--- src/rtl/route_dispatch_if.sv ---
// route_dispatch_if: upstream flit handshake plus the five routed output links.
// master = flit source / link sink side, slave = the dispatch stage.
interface route_dispatch_if #(
    parameter int W = 16
);
    logic         in_valid;
    logic         in_ready;
    logic [W-1:0] in_data;
    logic         in_core;
    logic [1:0]   in_dir;
    logic [4:0]   out_valid;
    logic [4:0]   out_ready;
    logic [W-1:0] out_data;

    modport master (
        output in_valid, in_data, in_core, in_dir, out_ready,
        input  in_ready, out_valid, out_data
    );

    modport slave (
        input  in_valid, in_data, in_core, in_dir, out_ready,
        output in_ready, out_valid, out_data
    );
endinterface

--- src/rtl/route_dispatch.sv ---
// route_dispatch: FIFO-buffered dispatch of routed flits to core/N/E/S/W.
// Optional statistics counters are built when ROUTE_DISPATCH_STATS_EN is defined.
module route_dispatch #(
    parameter int W     = 16,
    parameter int DEPTH = 4,
    parameter int CW    = 16
) (
    input  logic                         CLK,
    input  logic                         RESET,
    route_dispatch_if.slave              bus,
    output logic [$clog2(DEPTH+1)-1:0]   occupancy,
    input  logic [2:0]                   stat_sel,
    output logic [CW-1:0]                stat_count
);
    localparam int PW = $clog2(DEPTH);
    localparam int OW = $clog2(DEPTH + 1);

    logic [W-1:0]  mem_data [DEPTH];
    logic [2:0]    mem_dest [DEPTH];
    logic [PW-1:0] wr_ptr;
    logic [PW-1:0] rd_ptr;
    logic [OW-1:0] count;
    logic          has_head;
    logic          head_ready;
    logic          push;
    logic          pop;
    logic [2:0]    in_dest;
    logic [2:0]    head_dest;
    logic [4:0]    head_oh;

    // Destination index 4 is the local core; 0..3 are N,E,S,W.
    assign in_dest    = bus.in_core ? 3'd4 : {1'b0, bus.in_dir};
    assign head_dest  = mem_dest[rd_ptr];
    assign head_oh    = 5'b00001 << head_dest;
    assign has_head   = (count != '0);
    assign head_ready = |(head_oh & bus.out_ready);

    // No pass-through when full: a same-cycle pop does not free a slot.
    assign bus.in_ready  = !RESET && (count != OW'(DEPTH));
    assign push          = bus.in_valid && bus.in_ready;
    assign pop           = has_head && head_ready;
    assign bus.out_valid = has_head ? head_oh : 5'b00000;
    assign bus.out_data  = has_head ? mem_data[rd_ptr] : '0;
    assign occupancy     = count;

    // Pointer and occupancy bookkeeping; DEPTH is a power of two so pointers wrap naturally.
    always_ff @(posedge CLK or posedge RESET) begin
        if (RESET) begin
            wr_ptr <= '0;
            rd_ptr <= '0;
            count  <= '0;
        end else begin
            if (push) wr_ptr <= wr_ptr + 1'b1;
            if (pop)  rd_ptr <= rd_ptr + 1'b1;
            unique case ({push, pop})
                2'b10:   count <= count + 1'b1;
                2'b01:   count <= count - 1'b1;
                default: count <= count;
            endcase
        end
    end

    // Entry storage; contents are only observable while counted as valid.
    always_ff @(posedge CLK) begin
        if (push) begin
            mem_data[wr_ptr] <= bus.in_data;
            mem_dest[wr_ptr] <= in_dest;
        end
    end

`ifdef ROUTE_DISPATCH_STATS_EN
    logic [CW-1:0] cnt [6];

    // Saturating per-output dispatch counters plus a head-stall counter.
    always_ff @(posedge CLK or posedge RESET) begin
        if (RESET) begin
            for (int k = 0; k < 6; k++) cnt[k] <= '0;
        end else begin
            for (int k = 0; k < 5; k++) begin
                if (pop && head_oh[k] && (cnt[k] != '1))
                    cnt[k] <= cnt[k] + 1'b1;
            end
            if (has_head && !head_ready && (cnt[5] != '1))
                cnt[5] <= cnt[5] + 1'b1;
        end
    end

    // Counter read mux; selects 6 and 7 read as zero.
    always_comb begin
        stat_count = '0;
        case (stat_sel)
            3'd0:    stat_count = cnt[0];
            3'd1:    stat_count = cnt[1];
            3'd2:    stat_count = cnt[2];
            3'd3:    stat_count = cnt[3];
            3'd4:    stat_count = cnt[4];
            3'd5:    stat_count = cnt[5];
            default: stat_count = '0;
        endcase
    end
`else
    wire unused_stat_sel = ^stat_sel;

    assign stat_count = '0;
`endif

endmodule

--- src/flat_wrapper.sv ---
// flat-port wrapper written by rule: the top's interface ports become plain ports
module route_dispatch_flat 
#(
    parameter int W     = 16,
    parameter int DEPTH = 4,
    parameter int CW    = 16
)
  (CLK, RESET, occupancy, stat_sel, stat_count, bus_in_valid, bus_in_data, bus_in_core, bus_in_dir, bus_out_ready, bus_in_ready, bus_out_valid, bus_out_data);
  route_dispatch_if #(.W(W)) bus_i ();
  input  logic CLK;
  input  logic RESET;
  output logic [$clog2(DEPTH+1)-1:0] occupancy;
  input  logic [2:0] stat_sel;
  output logic [CW-1:0] stat_count;
  input wire logic [$bits(bus_i.in_valid)-1:0] bus_in_valid;
  input wire logic [$bits(bus_i.in_data)-1:0] bus_in_data;
  input wire logic [$bits(bus_i.in_core)-1:0] bus_in_core;
  input wire logic [$bits(bus_i.in_dir)-1:0] bus_in_dir;
  input wire logic [$bits(bus_i.out_ready)-1:0] bus_out_ready;
  output wire logic [$bits(bus_i.in_ready)-1:0] bus_in_ready;
  output wire logic [$bits(bus_i.out_valid)-1:0] bus_out_valid;
  output wire logic [$bits(bus_i.out_data)-1:0] bus_out_data;
  assign bus_i.in_valid = bus_in_valid;
  assign bus_i.in_data = bus_in_data;
  assign bus_i.in_core = bus_in_core;
  assign bus_i.in_dir = bus_in_dir;
  assign bus_i.out_ready = bus_out_ready;
  assign bus_in_ready = bus_i.in_ready;
  assign bus_out_valid = bus_i.out_valid;
  assign bus_out_data = bus_i.out_data;
  route_dispatch #(.W(W), .DEPTH(DEPTH), .CW(CW)) u_core (.CLK(CLK), .RESET(RESET), .bus(bus_i), .occupancy(occupancy), .stat_sel(stat_sel), .stat_count(stat_count));
endmodule
--- config.mk ---
export PLATFORM = sky130hd
export DESIGN_NAME = route_dispatch_flat
export DESIGN_NICKNAME = d
export VERILOG_FILES = /design/src/rtl/route_dispatch_if.sv /design/src/rtl/route_dispatch.sv /design/src/flat_wrapper.sv
export SDC_FILE = /design/constraint.sdc
export NUM_CORES = 1
export LEC_CHECK = 0
export CORE_ASPECT_RATIO = 1.1
export CORE_MARGIN = 2
export CORE_UTILIZATION = 40
export CTS_CLUSTER_DIAMETER = 200
export DETAILED_ROUTE_END_ITERATION = 12
export PLACE_DENSITY = 0.74
export SYNTH_ARGS = -nofsm -noshare
export SYNTH_HDL_FRONTEND = slang
export SYNTH_SLANG_ARGS = --single-unit
--- constraint.sdc ---
create_clock -name CLK -period 2.3 [get_ports CLK]
set_input_delay 0.23 -clock CLK [delete_from_list [all_inputs] [get_ports CLK]]
set_output_delay 0.23 -clock CLK [all_outputs]
set_load 0.1 [all_outputs]
==> metrics.cfg <==
[synthesis]
synth_edf_count=76
ys_types=38
ys_warn_count=0
netlist_area_sq_mm=0.00365
synth_area_leaders=edfxtp_1, mux4_2, dfrtp_1, buf_4, and2_1
ys_seq_elements=83
synth_top_area_cell=edfxtp_1
dominantRegCellSynth=edfxtp_1
async_reset_ff_share_pct=8.43
synthCells=218
netlist.area_leader.share_pct=62.6
syn_area_per_cell_sq_um=16.7
synth_seq_area_share_pct=67.4

[global_route]
grt_pass1_wl_mm=11.3
grt_usage_pct=15.3
grt_remaining_overflow=0
antenna_found_initial=0
grt_pass1_vias=2225
grt_max_degree=22

[placement]
io_buffers=51
hpwlAfterDp_mm=4.80
gp_congestion=0.819

[critical_path]
startpoint=u_core.rd_ptr[0]
crit_arrival_ns=2.80
cp_max_fo=4
cp-end-kind=flip-flop
timing.rr.start=u_core.rd_ptr[0]
required_ns=2.57
startpoint_type=flip-flop
path_class=reg2reg
r2r_cells=11
reg2reg_to=u_core.occupancy[2]
ff2ff_setup_slack_ns=-0.23

[drt]
wl_mm=7.05
vias_per_cell=4.98
num_vias=2098
wl_per_cell_um=16.8
drt_iter0_markers=144
drc_errors=0
first_pass_iters=4
antenna_left=0

[final_layout]
fillers=660
layout_commonest_cell=edfxtp_1
drive_above_1_share_pct=39.7
diodes=0
final_cell_mix=edfxtp_1, buf_4, clkdlybuf4s50_1
nets=338
syn2layout_area_growth_pct=37.5

[sta]
fin_skew_ns=0.00813
period_share_pct=110
rsz0062_at_grt=true
max_freq_ghz=0.395
setup_viol=2
holdWs_ns=0.228
hold_viol=0
fin_setup_tns_ns=-0.323
slew_viol_final=0
setup_ws_ns=-0.232
fin_crit_ns=2.53

[cts]
clk_latency_ns=0.34
clk_path_buf_depth=2
cts_tree=built
cts_htree_levels=3
clockRootBuffer=clkbuf_8
cts_inserted_buffers=9
path_clk_slew_ns=0.08
hold_buffers=0
clock-sinks=83

[hold_path]
hp-class=in2async

[run]
max-cap-violations=0

[floorplanning]
start_util_pct=41.1
rows=36
die-area_sq_mm=0.00990
ioPinCount=71
die-width_um=95.0
core_sq_mm=0.00887
die_h_um=104

[outcome]
status=finished, violations left
failed_checks=negative setup slack

cell type report:
class | instances | area [sq um] | area share, %
inverters | 10 | 42.5 | 0.848
clock inverters | 7 | 91.3 | 1.82
multi-input cells | 116 | 1160 | 23.1
flip-flops and latches | 83 | 2470 | 49.3
repair buffers | 82 | 987 | 19.7
clock buffers | 9 | 124 | 2.47
well taps | 114 | 143 | 2.84
synth_stat cells, drive strengths merged (2+ instances only):
library cell	n
edfxtp	76
buf	22
and2	17
mux4	17
inv	10
nor2	10
dfrtp	7
and3	5
ha	5
mux2i	5
a21oi	4
nand2	4
nor2b	4
a221oi	3
a31oi	2
clkbuf	2
nand4	2
nor3	2
nor4	2
or3	2
xnor2	2
xor2	2
registers in the layout, indices dropped and copies added (netlist names):
name              count
u_core.mem_data      64
u_core.rd_ptr         2
u_core.wr_ptr         2
u_core.mem_dest      12
u_core.occupancy      3
critical path, stage by stage, from the launching register on:
cell and delay (ns):
dfrtp_2 0.40, mux4_2 0.55, mux2i_1 0.16, nor2_2 0.17, a221oi_4 0.05, a21oi_2 0.18, ha_4 0.15, inv_2 0.03
fa_2 0.33, xor2_1 0.15, nor2_1 0.14, xor2_1 0.16
how the worst max path moves through the flow:
stage / slack, ns / end / cells after the start
final: -0.23 / u_core.occupancy[2] / 11
after global routing: -0.39 / u_core.occupancy[2] / 13
after CTS: -0.22 / u_core.occupancy[2] / 11
after detailed placement: -0.32 / u_core.occupancy[2] / 13
after global placement: -0.23 / u_core.occupancy[2] / 11
after floorplan: -0.24 / u_core.occupancy[2] / 10
timing repair:
action | CTS | global route
cloned | 1 | 0
buffers inserted | 0 | 1
setup endpoints to repair | 23 | 7
pin swaps | 11 | 6
gates resized for setup | 10 | 7
endpoints found under the hold margin | 0 | 0
through the flow:
stage               cell area (sq um)  util (%)  std cells  worst slack, ns
finish                           5020      56.5        421           -0.232
CTS                              4980      56.1        420           -0.223
global route                     5020      56.5        421           -0.385
global placement                 4720      53.2        403           -0.234
floorplan                        3780         -        233           -0.243
detailed placement               4720      53.2        403           -0.322
metal layers:
layer | share of wire, % | up-vias | GRT usage, % | routed length (um)
met4 | 2.2 | 0 | 8.18 | 152
li1 | - | 969 | - | -
met3 | 4.3 | 11 | 2.03 | 300
met2 | 52 | 65 | 25.8 | 3670
met5 | 0 | - | 0 | 0
met1 | 42 | 1053 | 18.8 | 2930
logic make-up (layout without fill, tap and decap cells):
logic type	Yosys count	after routing	share of synthesized area (%)
flops	83	83	67.4
simple gates	50	50	7.51
buf+inv	34	108	5.42
mux	23	23	12.2
compound gates	17	17	4.19
fa+ha+maj	6	6	2.26
xor+xnor	4	4	0.961
other cells	1	16	0.103
Power is not shown: default switching activity piles up to over one toggle a cycle in this logic, so the estimate is an artifact.
